### src/rtl/us_drv_pkg.sv
// Shared definitions for the phased ultrasonic driver: register map, run mode and FSM state encodings.
package us_drv_pkg;

  localparam logic [7:0] ADDR_PERIOD  = 8'd0;
  localparam logic [7:0] ADDR_DEAD    = 8'd1;
  localparam logic [7:0] ADDR_BURST   = 8'd2;
  localparam logic [7:0] ADDR_MODE    = 8'd3;
  localparam logic [7:0] ADDR_CHEN    = 8'd4;
  localparam logic [7:0] ADDR_CH_BASE = 8'd8;

  typedef enum logic [1:0] {
    MODE_OFF   = 2'd0,
    MODE_CONT  = 2'd1,
    MODE_BURST = 2'd2
  } mode_e;

  typedef enum logic [1:0] {
    ST_IDLE,
    ST_RUN,
    ST_BURST
  } state_e;

endpackage

### src/rtl/us_drv_channel.sv
// One driver channel: phase-shifted compare against the shared counter, then dead-time
// insertion and the registered complementary a/b outputs.
module us_drv_channel #(
  parameter int unsigned CNT_W  = 16,
  parameter int unsigned DEAD_W = 4
) (
  input  logic              clk,
  input  logic              rst,
  input  logic              run,
  input  logic              en,
  input  logic [CNT_W-1:0]  cnt,
  input  logic [CNT_W-1:0]  period,
  input  logic [CNT_W-1:0]  phase,
  input  logic [CNT_W-1:0]  duty,
  input  logic [DEAD_W-1:0] dead,
  output logic              ch_a,
  output logic              ch_b
);

  logic [CNT_W:0]  sum;
  logic [CNT_W:0]  pos;
  logic            raw;
  logic            raw_q;
  logic [DEAD_W-1:0] dcnt;
  logic [DEAD_W-1:0] dcnt_n;
  logic            drive;

  always_comb begin
    sum = {1'b0, cnt} + {1'b0, phase};
    pos = (sum >= {1'b0, period}) ? sum - {1'b0, period} : sum;
    raw = run && en && (pos < {1'b0, duty});
    // Any edge of raw, including the first after IDLE, opens a dead-time gap
    if (raw != raw_q)
      dcnt_n = dead;
    else if (dcnt != '0)
      dcnt_n = dcnt - DEAD_W'(1);
    else
      dcnt_n = '0;
    drive = run && en && (dcnt_n == '0);
  end

  always_ff @(posedge clk) begin
    if (rst) begin
      raw_q <= 1'b0;
      dcnt  <= '0;
      ch_a  <= 1'b0;
      ch_b  <= 1'b0;
    end else begin
      raw_q <= raw;
      dcnt  <= dcnt_n;
      ch_a  <= drive && raw;
      ch_b  <= drive && !raw;
    end
  end

endmodule

### src/rtl/us_phased_driver.sv
// Multi-channel phased ultrasonic driver: shadow/active config, shared period counter,
// continuous/burst FSM, and one us_drv_channel per output pair.
module us_phased_driver
  import us_drv_pkg::*;
#(
  parameter int unsigned NUM_CH     = 3,
  parameter int unsigned CNT_W      = 16,
  parameter int unsigned DEAD_W     = 4,
  parameter int unsigned DEF_PERIOD = 675
) (
  input  logic              clk,
  input  logic              rst,
  input  logic              cfg_we,
  input  logic [7:0]        cfg_addr,
  input  logic [CNT_W-1:0]  cfg_wdata,
  input  logic              start,
  input  logic              stop,
  output logic              busy,
  output logic              period_tick,
  output logic [NUM_CH-1:0] ch_a,
  output logic [NUM_CH-1:0] ch_b
);

  logic [CNT_W-1:0]  period_s, period_a;
  logic [DEAD_W-1:0] dead_s, dead_a;
  logic [CNT_W-1:0]  burst_s;
  logic [1:0]        mode_s;
  logic [CNT_W-1:0]  cnt;
  logic [CNT_W-1:0]  bcnt;
  logic              stop_l;
  logic              running;
  logic              wrap;
  logic              commit;
  state_e            state, state_n;

  assign running     = (state != ST_IDLE);
  assign wrap        = running && (cnt == period_a - CNT_W'(1));
  assign commit      = !running || wrap;
  assign busy        = running;
  assign period_tick = wrap;

  always_ff @(posedge clk) begin
    if (rst) begin
      period_s <= CNT_W'(DEF_PERIOD);
      dead_s   <= '0;
      burst_s  <= CNT_W'(1);
      mode_s   <= MODE_CONT;
    end else if (cfg_we) begin
      case (cfg_addr)
        ADDR_PERIOD: period_s <= (cfg_wdata < CNT_W'(2)) ? CNT_W'(2) : cfg_wdata;
        ADDR_DEAD:   dead_s   <= cfg_wdata[DEAD_W-1:0];
        ADDR_BURST:  burst_s  <= cfg_wdata;
        ADDR_MODE:   mode_s   <= cfg_wdata[1:0];
        default: ;
      endcase
    end
  end

  always_ff @(posedge clk) begin
    if (rst) begin
      period_a <= CNT_W'(DEF_PERIOD);
      dead_a   <= '0;
    end else if (commit) begin
      period_a <= period_s;
      dead_a   <= dead_s;
    end
  end

  // Start decisions read the shadow copy so a mode write is usable on the next cycle
  always_comb begin
    state_n = state;
    case (state)
      ST_IDLE: begin
        if (start && !stop) begin
          if (mode_s == MODE_CONT)
            state_n = ST_RUN;
          else if (mode_s == MODE_BURST && burst_s != '0)
            state_n = ST_BURST;
        end
      end
      ST_RUN:   if (wrap && (stop_l || stop)) state_n = ST_IDLE;
      ST_BURST: if (wrap && (stop_l || stop || bcnt == '0)) state_n = ST_IDLE;
      default:  state_n = ST_IDLE;
    endcase
  end

  always_ff @(posedge clk) begin
    if (rst) begin
      state  <= ST_IDLE;
      cnt    <= '0;
      stop_l <= 1'b0;
      bcnt   <= '0;
    end else begin
      state  <= state_n;
      cnt    <= commit ? '0 : cnt + CNT_W'(1);
      stop_l <= running && (stop_l || stop);
      if (!running)
        bcnt <= burst_s - CNT_W'(1);
      else if (state == ST_BURST && wrap && bcnt != '0)
        bcnt <= bcnt - CNT_W'(1);
    end
  end

  for (genvar g = 0; g < NUM_CH; g++) begin : g_ch
    localparam logic [7:0] A_PH = ADDR_CH_BASE + 8'(2 * g);
    localparam logic [7:0] A_DU = A_PH + 8'd1;

    logic [CNT_W-1:0] phase_s, duty_s, phase_a, duty_a;
    logic             en_s, en_a;

    always_ff @(posedge clk) begin
      if (rst) begin
        phase_s <= '0;
        duty_s  <= CNT_W'(DEF_PERIOD / 2);
        en_s    <= 1'b1;
      end else if (cfg_we) begin
        if (cfg_addr == A_PH) phase_s <= cfg_wdata;
        if (cfg_addr == A_DU) duty_s  <= cfg_wdata;
        if (cfg_addr == ADDR_CHEN) en_s <= (g < CNT_W) ? cfg_wdata[g % CNT_W] : 1'b0;
      end
    end

    always_ff @(posedge clk) begin
      if (rst) begin
        phase_a <= '0;
        duty_a  <= CNT_W'(DEF_PERIOD / 2);
        en_a    <= 1'b1;
      end else if (commit) begin
        phase_a <= (phase_s >= period_s) ? period_s - CNT_W'(1) : phase_s;
        duty_a  <= duty_s;
        en_a    <= en_s;
      end
    end

    us_drv_channel #(
      .CNT_W (CNT_W),
      .DEAD_W(DEAD_W)
    ) u_ch (
      .clk   (clk),
      .rst   (rst),
      .run   (running),
      .en    (en_a),
      .cnt   (cnt),
      .period(period_a),
      .phase (phase_a),
      .duty  (duty_a),
      .dead  (dead_a),
      .ch_a  (ch_a[g]),
      .ch_b  (ch_b[g])
    );
  end

endmodule
### config.mk
export PLATFORM = sky130hd
export DESIGN_NAME = us_phased_driver
export DESIGN_NICKNAME = d
export VERILOG_FILES = /design/src/rtl/us_drv_pkg.sv /design/src/rtl/us_drv_channel.sv /design/src/rtl/us_phased_driver.sv
export SDC_FILE = /design/constraint.sdc
export NUM_CORES = 1
export LEC_CHECK = 0
export CORE_MARGIN = 5
export CORE_UTILIZATION = 30
export CTS_CLUSTER_DIAMETER = 50
export CTS_CLUSTER_SIZE = 14
export DETAILED_ROUTE_END_ITERATION = 10
export PLACE_DENSITY = 0.52
export SLEW_MARGIN = 20
export SYNTH_ARGS = -nofsm -noshare
export SYNTH_HDL_FRONTEND = slang
export SYNTH_HIERARCHICAL = 1
export SYNTH_SLANG_ARGS = --single-unit
### constraint.sdc
create_clock -name clk -period 21.3 [get_ports clk]
set_input_delay 4.26 -clock clk [delete_from_list [all_inputs] [get_ports clk]]
set_output_delay 4.26 -clock clk [all_outputs]
set_load 0.02 [all_outputs]
# Yosys cells after proc, flatten, opt, wreduce, memory -nomap -nowiden
# Cells that the tools add are included.
# classes
magnitude_cmp	10
eq_ne	23
addsub	14
n_mux	21
n_reduce_logical	56
# op_table
op	n
16-bit 2-to-1 mux	6
16-bit by 1-bit subtractor with 16-bit output (second input constant)	4
16-bit by 16-bit adder with 17-bit output	3
17-bit by 16-bit >= comparator with 1-bit output	3
17-bit by 16-bit less-than comparator with 1-bit output	3
17-bit 2-to-1 mux	3
17-bit by 16-bit subtractor with 17-bit output	3
8-bit by 4-bit == test with 1-bit output (second input constant)	6
16-bit >= comparator	3
16-bit nonzero test	2
4-bit 2-to-1 mux	6
1-bit logical AND	23
2-bit AND reduction	11
16-bit by 1-bit adder with 16-bit output (second input constant)	1
16-bit == test	1
8-bit by 2-bit == test with 1-bit output (second input constant)	2
16-bit logical NOT	1
16-bit by 2-bit less-than comparator with 1-bit output (second input constant)	1
4-bit logical NOT	3
4-bit nonzero test	3
4-bit by 1-bit subtractor with 4-bit output (second input constant)	3
2-bit 2-to-1 mux	5
8-bit by 1-bit == test with 1-bit output (second input constant)	1
8-bit by 3-bit == test with 1-bit output (second input constant)	1
other kinds (13)	26
# totals
inputBits	29
regBits	312
out_inout_bits	8

# Depth between registers and ports, before layout
# logic_depth
word_depth	10
ltp_mapped	33
depth_no_buf	29

# Cells and area by module
# Netlist, hierarchy kept.
# modules_own_cells
mod	cells_per_inst	area_per_inst_um2	instances
us_phased_driver	1735	14385.0	1
us_drv_channel at g_ch[0].u_ch	357	2509.9	1
us_drv_channel at g_ch[2].u_ch	337	2434.8	1
us_drv_channel at g_ch[1].u_ch	340	2432.3	1

# Least setup slack after synthesis
# Ideal clock, no wire load.
# synth_timing
kind	register to output
from	register period_a[4]
to	output period_tick
arrival_time_ns	3.348
path_stages_with_launch	11
path_slack_ns	13.692
required_ns	17.040
path_cell_list	dfxtp_1 -> buf_2 -> or4_1 -> clkbuf_2 -> nor3_1 -> xor2_1 -> or4_1 -> or4b_4 -> buf_6 -> clkbuf_1 -> nor3_1
# synth_between
elab_chain_len	3
# synth_rtl
item	line_no	rtl
from (decl)	us_phased_driver.sv:24	logic [CNT_W-1:0] period_s, period_a;
from (signal assigned)	us_phased_driver.sv:61	period_a <= CNT_W'(DEF_PERIOD);
from (signal assigned)	us_phased_driver.sv:64	period_a <= period_s;
16-bit by 1-bit subtractor with 16-bit output	us_phased_driver.sv:37	assign wrap = running && (cnt == period_a - CNT_W'(1));
16-bit == test	us_phased_driver.sv:37	
1-bit logical AND	us_phased_driver.sv:37	
to (decl)	us_phased_driver.sv:19	output logic period_tick,
# Every way passes these cells.

# Final worst setup path
# layout_timing
from	register period_a[1]
to	output period_tick
# Same word-level chain as after synthesis.

==> flow_metrics.py <==
metrics = {
    "setup_path": {
        "critical_path.reg2reg.startpoint": "cnt[1]",
        "timing.critical_path.cells": "or4_1 > nor3_1 > xor2_1 > or4_1 > or4b_4 > nor3_1 > clkdlybuf4s50_1",
        "timing.critical_path.to_type": "primary output",
        "worst-r2r-cell-count": 26,
        "timing.critical_path.slowest_cell_delay_ns": 0.72,
        "critical_path.startpoint_type": "flop",
        "crit_required_ns": 17.04,
        "r2r_slack_ns": 13.77,
        "cpMaxStageDelayCell": "or4_1",
        "worst-path-max-fanout": 21,
        "cp.arrival_ns": 4.43,
        "critPathKind": "flop to primary output",
        "endpoint_of_the_worst_register_to_register_path": "g_ch[2].u_ch/dcnt[0]",
    },
    "sta": {
        "max_slew_margin": 0.206,
        "tightest_pin_transition_ns": 1.19,
        "setup_viol": 0,
        "final_min_period_over_clock_period": 0.408,
        "rsz0062_at_grt": "false",
        "postLayoutSetupSlackWorst_ns": 12.61,
        "final-max-slew-violation-count": 0,
        "final-hold-violation-count": 0,
        "max_freq_mhz": 115,
        "finalWorstPathRequiredPeriod_ns": 8.69,
        "clock-skew-final_ns": 0.0414,
        "tns_ns": 0,
    },
    "placement": {
        "io_buffers": 36,
        "gp_congestion": 0.948,
        "placedCellCount": 3650,
        "detailedPlace.worstSlack_ns": 13.25,
        "place.detailed.hpwl_um": 53900,
        "place_area_mm2": 0.0230,
    },
    "cts": {
        "cts_max_level": 2,
        "cts.hold.buffers_added": 0,
        "cts_tree": "done",
        "clock_sink_count": 312,
        "insertion_delay_ns": 0.59,
        "cts-resized-gates": 0,
        "clock_tree.root_cell": "clkbuf_16",
        "clkSlewWorstSetupHoldPaths_ns": 0.06,
        "numCtsBuffers": 46,
        "cts_post_setup_buffers_inserted": 0,
        "longest_clk_path_bufs": 3,
    },
    "yosys": {
        "synth_top_cell_by_area": "dfxtp_1",
        "yosys-mux-area-fraction": 0.0768,
        "netlist-cell-type-count": 77,
        "postSynthNetCount": 2997,
        "ys_ff_latch": 312,
        "top_reg_cell_synth": "dfxtp_1",
        "post_synth_fa_ha_maj_area_fraction": 0.116,
        "synth_top_family_by_area": "simple AND/OR/NAND/NOR gates",
        "syn_avg_cell_area_um2": 7.86,
        "yosys_warnings": 6,
        "syn_std_cell_area_mm2": 0.0218,
        "postSynth.asyncResetShare": 0,
        "synth.top_cells.by_area": "dfxtp_1 (29%), ha_1 (11%), nand2_1 (7.4%), mux2i_1 (6.2%), a21oi_1 (5.2%)",
        "synth_top_cell_area_share": 0.287,
        "compound_cell_area_share_of_the_yosys_netlist": 0.185,
        "post_synth_simple_gate_area": 0.228,
        "xor_xnor_fraction_of_synth_area": 0.0503,
        "yosysSeqAreaShare": 0.287,
        "synth_cells": 2769,
        "synth_edf_count": 0,
    },
    "status": {
        "status": "completed",
    },
    "detailed_routing": {
        "detail-route-antenna-nets": 0,
        "dr_total_vias": 19500,
        "violation_count_after_the_first_detailed_route_iteration": 1371,
        "via_per_inst": 5.21,
        "post_drt_wl_per_cell_um": 19.9,
        "drt_pass1_iterations": 5,
        "wirelength_um": 74500,
        "drc": 0,
    },
    "global_route": {
        "grt_overflow_total": 0,
        "grt_pass1_wl_um": 113000,
        "antenna_violations_before_repair": 0,
        "global_route.usage.total": 0.185,
        "first_global_vias": 18300,
        "grt_start_max_net_pins": 91,
    },
    "power": {
        "power_per_cell_area_mw_per_mm2": 61.2,
        "cellLeakagePower_nw": 10.2,
        "power_mw": 1.50,
        "worst_ir_drop_vdd_uv": 35.0,
    },
    "min_path": {
        "hold_path_end": "g_ch[0].duty_a[12]",
        "min_path_cells": 2,
        "worstHoldPathType": "flop to flop",
        "worst_hold_startpoint": "g_ch[0].duty_s[12]",
    },
    "cells_and_area": {
        "drive_gt1_frac": 0.0618,
        "syn2layout_area_growth_pct": 12.8,
        "finalInstanceArea_mm2": 0.0245,
        "instances_no_fill": 3736,
        "finalNetCount": 2976,
    },
    "floorplan": {
        "die_y_um": 279,
        "placement_rows": 98,
        "die-area_mm2": 0.0780,
        "floorplan.core_area_mm2": 0.0717,
        "ios": 37,
        "die_width_um": 279,
        "initial_util": 0.303,
    },
    "job": {
        "max_cap_violations": 0,
    },
}
==> worst max path at each step <==
stage,from,end,slack [ns],cells past startpoint
detailed placement,period_a[1],period_tick,13.25,7
global route,period_a[1],period_tick,12.46,7
floorplan,period_a[4],period_tick,13.69,10
global placement,period_a[1],period_tick,13.21,7
CTS,period_a[1],period_tick,12.60,7
finish,period_a[1],period_tick,12.61,7
==> cell type report <==
class	instances	area, um^2
multi-input cells	2163	14300
clock buffers	56	1250
fillers	7649	47200
inverters	156	591
diodes	1	2.50
well taps	950	1190
clock inverters	29	334
flip-flops and latches	312	6250
repair buffers	69	612
==> synthesized netlist by cell type, drive strengths merged, types with 11 or more instances <==
cell	n
nand2b	64
or3	21
or4	25
nand3	61
a211oi	18
dfxtp	312
and3	25
o21a	28
or2	12
a21oi	228
ha	193
a31oi	17
nor4	25
nor3	83
nand2	429
mux2i	134
a21o	54
buf	26
o31ai	24
xor2	40
nor2b	31
xnor2	85
mux2	29
and2	11
a211o	15
nand4	32
nand3b	11
o211ai	70
inv	156
o21ai	98
nor2	193
clkbuf	112
==> cell families after synthesis <==
group                    count (synthesis)
AO/OA/AOI/OAI                          626
XOR/XNOR                               125
adder cells (fa/ha/maj)                199
buffers and inverters                  294
flip-flops                             312
multiplexers                           163
AND/OR/NAND/NOR                       1050
==> sequential cells by signal (all words and copies together), names as in the netlist <==
signal / cells
bcnt: 16
burst_s: 16
cnt: 16
dead_a: 4
dead_s: 4
g_ch.duty_a: 48
g_ch.duty_s: 48
g_ch.en_a: 3
g_ch.en_s: 3
g_ch.phase_a: 48
g_ch.phase_s: 48
g_ch.u_ch/ch_a: 3
g_ch.u_ch/ch_b: 3
g_ch.u_ch/dcnt: 12
g_ch.u_ch/raw_q: 3
mode_s: 2
period_a: 16
period_s: 16
state: 2
stop_l: 1
==> routing by layer <==
metal  share of wire  GRT usage
met5               0          0
met4           0.035     0.0598
met3           0.051     0.0273
met2            0.43      0.288
met1            0.48      0.264
==> cell usage in the layout, fill, tap and decap left out, types with 25 or more instances in the layout <==
cell,instances
nor2b_1,31
nor3_1,83
xor2_1,40
and3_1,25
dfxtp_1,312
ha_1,193
buf_4,33
o21a_1,27
clkdlybuf4s50_1,35
nand2_1,429
nor2_1,190
nand2b_1,64
o211ai_1,69
inv_1,154
a21o_1,54
o21ai_0,92
clkbuf_16,47
a21oi_1,224
xnor2_1,85
nand4_1,32
nor4_1,25
mux2i_1,134
nand3_1,61
==> metrics by stage <==
stage | utilization | hold slack [ns]
floorplan | - | 0.435
global placement | 0.320 | 0.443
detailed placement | 0.320 | 0.444
CTS | 0.342 | 0.431
global route | 0.342 | 0.465
finish | 0.342 | 0.434
==> worst max-delay path, delay by kind of cell, from the launching register on <==
| kind | cells | cell delay (ns) |
|---|---|---|
| xor+xnor | 1 | 0.11 |
| buf+inv | 1 | 0.67 |
| flops | 1 | 0.46 |
| simple gates | 5 | 2.59 |
==> report_power, final <==
| group | total, mW | internal [mW] | switching [mW] |
|---|---|---|---|
| combinational | 0.118 | 0.0392 | 0.0786 |
| clock | 0.789 | 0.484 | 0.305 |
| sequential | 0.597 | 0.590 | 0.00694 |
| total | 1.50 | 1.11 | 0.390 |
Power figures use the tool's default switching activity.
